**src/rtl/exc_commit.sv**
```systemverilog
// Writeback-stage trap resolver: picks one exception or ERTN per retiring
// instruction, pulses the CSR interface, flushes/redirects, then drains.
module exc_commit #(
  parameter int unsigned DRAIN_CYCLES = 3
) (
  input  logic        clk,
  input  logic        reset,
  input  logic        wb_valid,
  input  logic [31:0] wb_pc,
  input  logic        wb_exc_adef,
  input  logic        wb_exc_ine,
  input  logic        wb_exc_sys,
  input  logic        wb_exc_brk,
  input  logic        wb_exc_ale,
  input  logic        wb_ertn,
  input  logic        int_pending,
  input  logic [31:0] ex_entry,
  output logic        csr_wb_ex,
  output logic [5:0]  csr_wb_ecode,
  output logic [8:0]  csr_wb_esubcode,
  output logic [31:0] csr_wb_pc,
  output logic        csr_ertn_flush,
  output logic        pipe_flush,
  output logic        redirect_valid,
  output logic [31:0] redirect_pc,
  output logic        commit_ok,
  output logic [15:0] ex_count
);

  localparam logic [5:0] ECODE_INT  = 6'h00;
  localparam logic [5:0] ECODE_ADEF = 6'h08;
  localparam logic [5:0] ECODE_ALE  = 6'h09;
  localparam logic [5:0] ECODE_SYS  = 6'h0B;
  localparam logic [5:0] ECODE_BRK  = 6'h0C;
  localparam logic [5:0] ECODE_INE  = 6'h0D;
  localparam logic [3:0] DRAIN_LD   = 4'(DRAIN_CYCLES);

  typedef enum logic [1:0] {
    S_IDLE  = 2'd0,
    S_TRAP  = 2'd1,
    S_DRAIN = 2'd2
  } state_t;

  state_t      state_q, state_d;
  logic [3:0]  cnt_q, cnt_d;
  logic        ertn_q, ertn_d;
  logic [5:0]  ecode_q, ecode_d;
  logic [8:0]  esub_q, esub_d;
  logic [31:0] pc_q, pc_d;
  logic [15:0] ex_count_q, ex_count_d;

  logic        exc_hit;
  logic [5:0]  sel_ecode;
  logic        in_trap;

  // Interrupt outranks every synchronous exception; ERTN only if nothing else.
  always_comb begin
    exc_hit   = int_pending | wb_exc_adef | wb_exc_ine | wb_exc_sys
              | wb_exc_brk | wb_exc_ale;
    sel_ecode = ECODE_ALE;
    if (int_pending)      sel_ecode = ECODE_INT;
    else if (wb_exc_adef) sel_ecode = ECODE_ADEF;
    else if (wb_exc_ine)  sel_ecode = ECODE_INE;
    else if (wb_exc_sys)  sel_ecode = ECODE_SYS;
    else if (wb_exc_brk)  sel_ecode = ECODE_BRK;
  end

  always_comb begin
    state_d    = state_q;
    cnt_d      = cnt_q;
    ertn_d     = ertn_q;
    ecode_d    = ecode_q;
    esub_d     = esub_q;
    pc_d       = pc_q;
    ex_count_d = ex_count_q;
    commit_ok  = 1'b0;
    case (state_q)
      S_IDLE: begin
        if (wb_valid) begin
          if (exc_hit) begin
            ertn_d  = 1'b0;
            ecode_d = sel_ecode;
            esub_d  = 9'd0;
            pc_d    = wb_pc;
            if (ex_count_q != 16'hFFFF) ex_count_d = ex_count_q + 16'd1;
            state_d = S_TRAP;
          end else if (wb_ertn) begin
            ertn_d  = 1'b1;
            state_d = S_TRAP;
          end else begin
            commit_ok = 1'b1;
          end
        end
      end
      S_TRAP: begin
        if (DRAIN_LD == 4'd0) begin
          state_d = S_IDLE;
          cnt_d   = 4'd0;
        end else begin
          state_d = S_DRAIN;
          cnt_d   = DRAIN_LD;
        end
      end
      S_DRAIN: begin
        // Exit on the count-of-1 cycle so the next trap lands at N+2+DRAIN.
        if (cnt_q <= 4'd1) begin
          state_d = S_IDLE;
          cnt_d   = 4'd0;
        end else begin
          cnt_d = cnt_q - 4'd1;
        end
      end
      default: begin
        state_d = S_IDLE;
        cnt_d   = 4'd0;
      end
    endcase
  end

  always_ff @(posedge clk) begin
    if (reset) begin
      state_q    <= S_IDLE;
      cnt_q      <= 4'd0;
      ertn_q     <= 1'b0;
      ecode_q    <= 6'd0;
      esub_q     <= 9'd0;
      pc_q       <= 32'd0;
      ex_count_q <= 16'd0;
    end else begin
      state_q    <= state_d;
      cnt_q      <= cnt_d;
      ertn_q     <= ertn_d;
      ecode_q    <= ecode_d;
      esub_q     <= esub_d;
      pc_q       <= pc_d;
      ex_count_q <= ex_count_d;
    end
  end

  assign in_trap         = (state_q == S_TRAP);
  assign csr_wb_ex       = in_trap & ~ertn_q;
  assign csr_ertn_flush  = in_trap & ertn_q;
  assign pipe_flush      = in_trap;
  assign redirect_valid  = in_trap;
  assign redirect_pc     = in_trap ? ex_entry : 32'd0;
  assign csr_wb_ecode    = ecode_q;
  assign csr_wb_esubcode = esub_q;
  assign csr_wb_pc       = pc_q;
  assign ex_count        = ex_count_q;

endmodule

```
**config.mk**
```make
export PLATFORM = sky130hd
export DESIGN_NAME = exc_commit
export DESIGN_NICKNAME = d
export VERILOG_FILES = /design/src/rtl/exc_commit.sv
export SDC_FILE = /design/constraint.sdc
export NUM_CORES = 1
export LEC_CHECK = 0
export CORE_MARGIN = 4
export CORE_UTILIZATION = 38
export DETAILED_ROUTE_END_ITERATION = 6
export PLACE_DENSITY = 0.8
export SLEW_MARGIN = 20
export SYNTH_ARGS = -nofsm -noshare
export SYNTH_HDL_FRONTEND = slang
export SYNTH_SLANG_ARGS = --single-unit
```
**constraint.sdc**
```tcl
create_clock -name clk -period 2.5 [get_ports clk]
set_input_delay 0.25 -clock clk [delete_from_list [all_inputs] [get_ports clk]]
set_output_delay 0.25 -clock clk [all_outputs]
set_load 0.03 [all_outputs]
```
======== Yosys cells after proc, flatten, opt, wreduce, memory -nomap -nowiden ========
Index checks and enable logic that the tools add are counted.
storage, ports and cells
  flip-flop bits (word level) ............. 61
  input port bits ......................... 74
  output and inout port bits .............. 100
  word-level logic and storage cells ...... 48
cells by class
  $add $sub $neg .......................... 2
  $lt $le $gt $ge ......................... 1
  eq/ne operators ......................... 6
  muxes and demuxes ....................... 19
  bitwise logic cells ..................... 8
  reduce and logical (&&, ||, !) cells .... 6
operators with widths
  kind                   count
  $mux 32                1
  $add 16x1->16 const B  1
  $ne 16x16->1 const B   1
  $mux 3                 4
  $pmux 4 s3             1
  $reduce_and 3->1       3
  $mux 2                 4
  $mux 4                 2
  $mux 1                 6
  $pmux 2 s3             1
  $or 1x1->1             5
  $le 4x1->1 const B     1
  $ne 2x2->1 const B     2
  $reduce_and 4->1       1
  $sub 4x1->4 const B    1
  $ne 3x3->1 const B     1
  $and 1x1->1            2
  $eq 2x1->1 const B     1
  $eq 2x2->1 const B     1
  $logic_not 2->1        1
  $reduce_bool 2->1      1
  $not 1->1              1

======== Logic depth before layout (Yosys ltp) ========
  depth after elaboration ................. 8
  depth in mapped cells ................... 8
  depth with buffers taken out ............ 6

======== Worst setup path after synthesis ========
Ideal clock, no wire load.
  kind .................................... flip-flop to flip-flop
  start point ............................. register ex_count_q[0] (netlist: ex_count[0])
  end point ............................... register ex_count_q[12] (netlist: ex_count[12])
  setup time .............................. 0.070 ns
  data arrival time ....................... 1.946 ns
  data required time ...................... 2.430 ns
  path slack .............................. 0.484 ns
  cell stages (with the launch flop) ...... 6
  path buffers ............................ 0
  clock period less this slack ............ 2.016 ns
  path through ............................ dfxtp_1 -> ha_1 -> nand4_1 -> a311o_1 -> or4_1 -> a21oi_1
on the way
  longest elaborated chain between the ends .. 2
  elaborated cells on any way between the ends .. 3
  classes of those cells .................. add/sub: 1; eq/ne: 1; reduce/logical: 1
ends and longest elaborated chain
  element                                                                RTL line  RTL
  from (decl)                                                            50        logic [15:0] ex_count_q, ex_count_d;
  from (signal assigned)                                                 136       ex_count_q <= ex_count_d;
  parallel branches: the longest is 2 deep, another holds $add 16x1->16  -
Parallel ways; which one is timed is not known.
A chain may end at the register's enable or synchronous reset.

======== Worst setup path after layout ========
  start point ............................. register state_q[1]
  end point ............................... output redirect_pc[3]
on the way
  longest elaborated chain between the ends .. 2
ends and longest elaborated chain
  element                 RTL line  RTL
  from (decl)             44        state_t state_q, state_d;
  from (signal assigned)  130       state_q <= state_d;
  $eq 2x1->1              140       assign in_trap = (state_q == S_TRAP);
  $mux 32                 145       assign redirect_pc = in_trap ? ex_entry : 32'd0;
  to (decl)               25        output logic [31:0] redirect_pc,
Every way passes these cells.

==> results.toml <==
[min_path]
hold_path_end = "csr_wb_pc[30]"
min_path_type = "input port to register"
hp-start = "reset"
hold_path_depth = 2

[setup_path]
r2r_end = "csr_wb_ecode[0]"
crit_family = "buffers and inverters"
worst-path-buf-inv = 3
crit_slowest_cell = "clkdlybuf4s50_1"
reg2reg_depth = 6
arrival_ns = 2.04
cp-end-kind = "output port"
crit_chain = "inv_1 -> ha_1 -> buf_4 -> and2_1 -> clkdlybuf4s50_1"
path_max_fanout = 39
rr_startpoint = "state_q[0]"
crit_type = "register to output port"
rrSetupSlack_ns = 0.44
critical_path.startpoint_type = "register"
crit_cells = 5
max_stage_delay_ns = 0.67
required_ns = 2.25

[synthesis]
async_flop_share_pct = 0
synth_edf_count = 0
syn-cell-area_um2 = 2903
yosysUniqueCellTypes = 37
ys_ff_latch = 59
postSynthCellCount = 368
synthFlopType = "dfxtp_1"
ys_seq_area_share_pct = 40.69
yosysWarnings = 0
avgSynthCellArea_um2 = 7.888

[clock_tree]
path_clk_slew_ns = 0.07
htreeDepth = 3
clock_path_buffers = 2
cts_root_buf = "clkbuf_8"
holdBufCountCts = 0
post_cts_buffers = 0
cts_inserted_buffers = 9
cts.sinks = 59
clkLatencyLatePin_ns = 0.34
cts_tree = "built"
cts_repair_resize_count = 0

[route]
vias_per_cell = 5.005
wl_per_cell_um = 14.31
vias = 3148
drtIter0Drc = 145
routed_wl_um = 9002
ant_nets = 0
drc = 0
dr.pass1.iters = 4

[die]
die_w_um = 95.40
std_cell_rows = 31
start_util_pct = 39.60
dieHeight_um = 95.40
core_area_um2 = 7331
dieArea_um2 = 9101
io_pins = 174

[timing]
fin_setup_tns_ns = 0
rsz0062_at_grt = "false"
max-slew-margin-rel_pct = 34.44
final-max-slew-violation-count = 0
setup_viol = 0
tightest_slew_ns = 0.9812
hold_viol = 0
fin_hold_ws_ns = 0.3915
fin_skew_ns = 0.01027
min_period_ns = 2.288
fmax_mhz = 437.0
min_period_over_period_pct = 91.53
setup_slack_ns = 0.2117

[final_layout]
drive_above_1_share_pct = 6.981
nNetsFinal = 605
antennaDiodeCount = 0
fillers = 603
regArea_um2 = 1181
multi_input_area_um2 = 1526
syn_to_final_growth_pct = 64.70

[global_route]
grt_pass1_vias = 2994
grt_remaining_overflow = 0
grt_max_degree = 40
grt_use_total_pct = 19.09
antenna_found_initial = 0
grt_pass1_wl_um = 13740

[placed_design]
io_buffers = 162
place_ws_ns = 0.1000
gp_congestion = 0.7804
place_hpwl_um = 6721

[power]
p_leak_nw = 1.752
ir_worst_vdd_mv = 0.4992
power.total_mw = 2.642
power_density_nw_per_um2 = 552.5

[flow_run]
max_cap_violations = 0

[status]
outcome = "finished, final reports clean"
-- layout by cell type, fill, tap and decap left out, types with 3 or more instances in the layout --
cell type	instances
nand3_1	6
and2_1	34
clkbuf_8	12
a31oi_1	3
nand4_1	7
conb_1	11
dfxtp_1	59
nor2b_1	7
ha_1	6
inv_1	9
mux2_2	5
nand2_1	76
o21ai_0	6
nor3_1	3
and3_1	3
nor2_1	10
or3_1	3
clkdlybuf4s50_1	160
or4_1	8
nor4_1	6
buf_4	10
a21oi_1	51
o31ai_1	8
a211oi_1	4
-- worst max-delay path by stage --
stage / slack, ns / from / to
6_report: 0.21 / state_q[1] / redirect_pc[3]
5_1_grt: 0.04 / state_q[1] / redirect_pc[9]
4_1_cts: 0.17 / state_q[1] / redirect_pc[3]
3_5_place_dp: 0.10 / int_pending / csr_wb_pc[20]
3_3_place_gp: 0.17 / wb_exc_sys / csr_wb_ecode[0]
2_1_floorplan: 0.48 / ex_count[0] / ex_count[12]
-- flip-flops by register name, summed over array words and instances (netlist names) --
register / flops
cnt_q: 4
csr_wb_ecode: 4
csr_wb_pc: 32
ertn_q: 1
ex_count: 16
state_q: 2
-- through the flow --
step / util, % / cells / area, um2
global route: 65.22 / 629 / 4781
detailed placement: 62.30 / 613 / 4567
CTS: 65.22 / 629 / 4781
global placement: 62.30 / 613 / 4567
finish: 65.22 / 629 / 4781
floorplan: - / 378 / 2940
-- Yosys cell counts (4+ instances only) --
cell type  count  share of area (%)
ha_1           6                2.6
dfxtp_1       59                 41
buf_4         18                4.7
and2_1        34                7.3
nand4_1        7                1.5
o31ai_1        8                2.1
a211oi_1       4                1.0
nand3_1        6                1.0
a21oi_1       52                9.0
clkbuf_1      15                1.9
nor2_1        10                1.3
inv_1          9                1.2
nand2_1       76                9.8
mux2_2         5                1.9
or4_1          8                2.1
nor2b_1        7                1.5
o21ai_0        6                1.0
nor4_1         6                1.3
-- per-layer routing --
layer / GRT usage, % / vias up / share of wire (%)
li1: - / 1555 / -
met1: 18.82 / 1448 / 37
met2: 35.98 / 128 / 51
met3: 5.998 / 17 / 9.7
met4: 8.886 / 0 / 2.1
met5: 0 / - / 0
-- power breakdown --
| part | internal [mW] | leakage, nW | switching (mW) |
|---|---|---|---|
| Sequential | 0.988 | 0.481 | 0.0276 |
| Clock | 0.542 | 0.102 | 0.380 |
| Combinational | 0.311 | 1.17 | 0.391 |
| Total | 1.84 | 1.75 | 0.799 |
-- kinds of logic (layout without fill, tap and decap cells) --
family / Yosys count / count (layout) / synth area share [%]
AOI/OAI and AO/OA: 80 / 80 / 15.73
DFF: 59 / 59 / 40.69
other: 1 / 11 / 0.1292
muxes: 5 / 5 / 1.940
and+or+nand+nor: 172 / 172 / 30.47
adders and majority gates: 6 / 6 / 2.586
buffers and inverters: 45 / 197 / 8.448
-- cell type report --
class | instances | area share (%)
multi-input cells | 274 | 31.93
repair buffers | 172 | 35.59
inverters | 9 | 0.7066
clock inverters | 3 | 0.9422
well taps | 99 | 2.591
flip-flops and latches | 59 | 24.71
clock buffers | 13 | 3.533
Note: power is estimated with default switching activity, not from simulation.
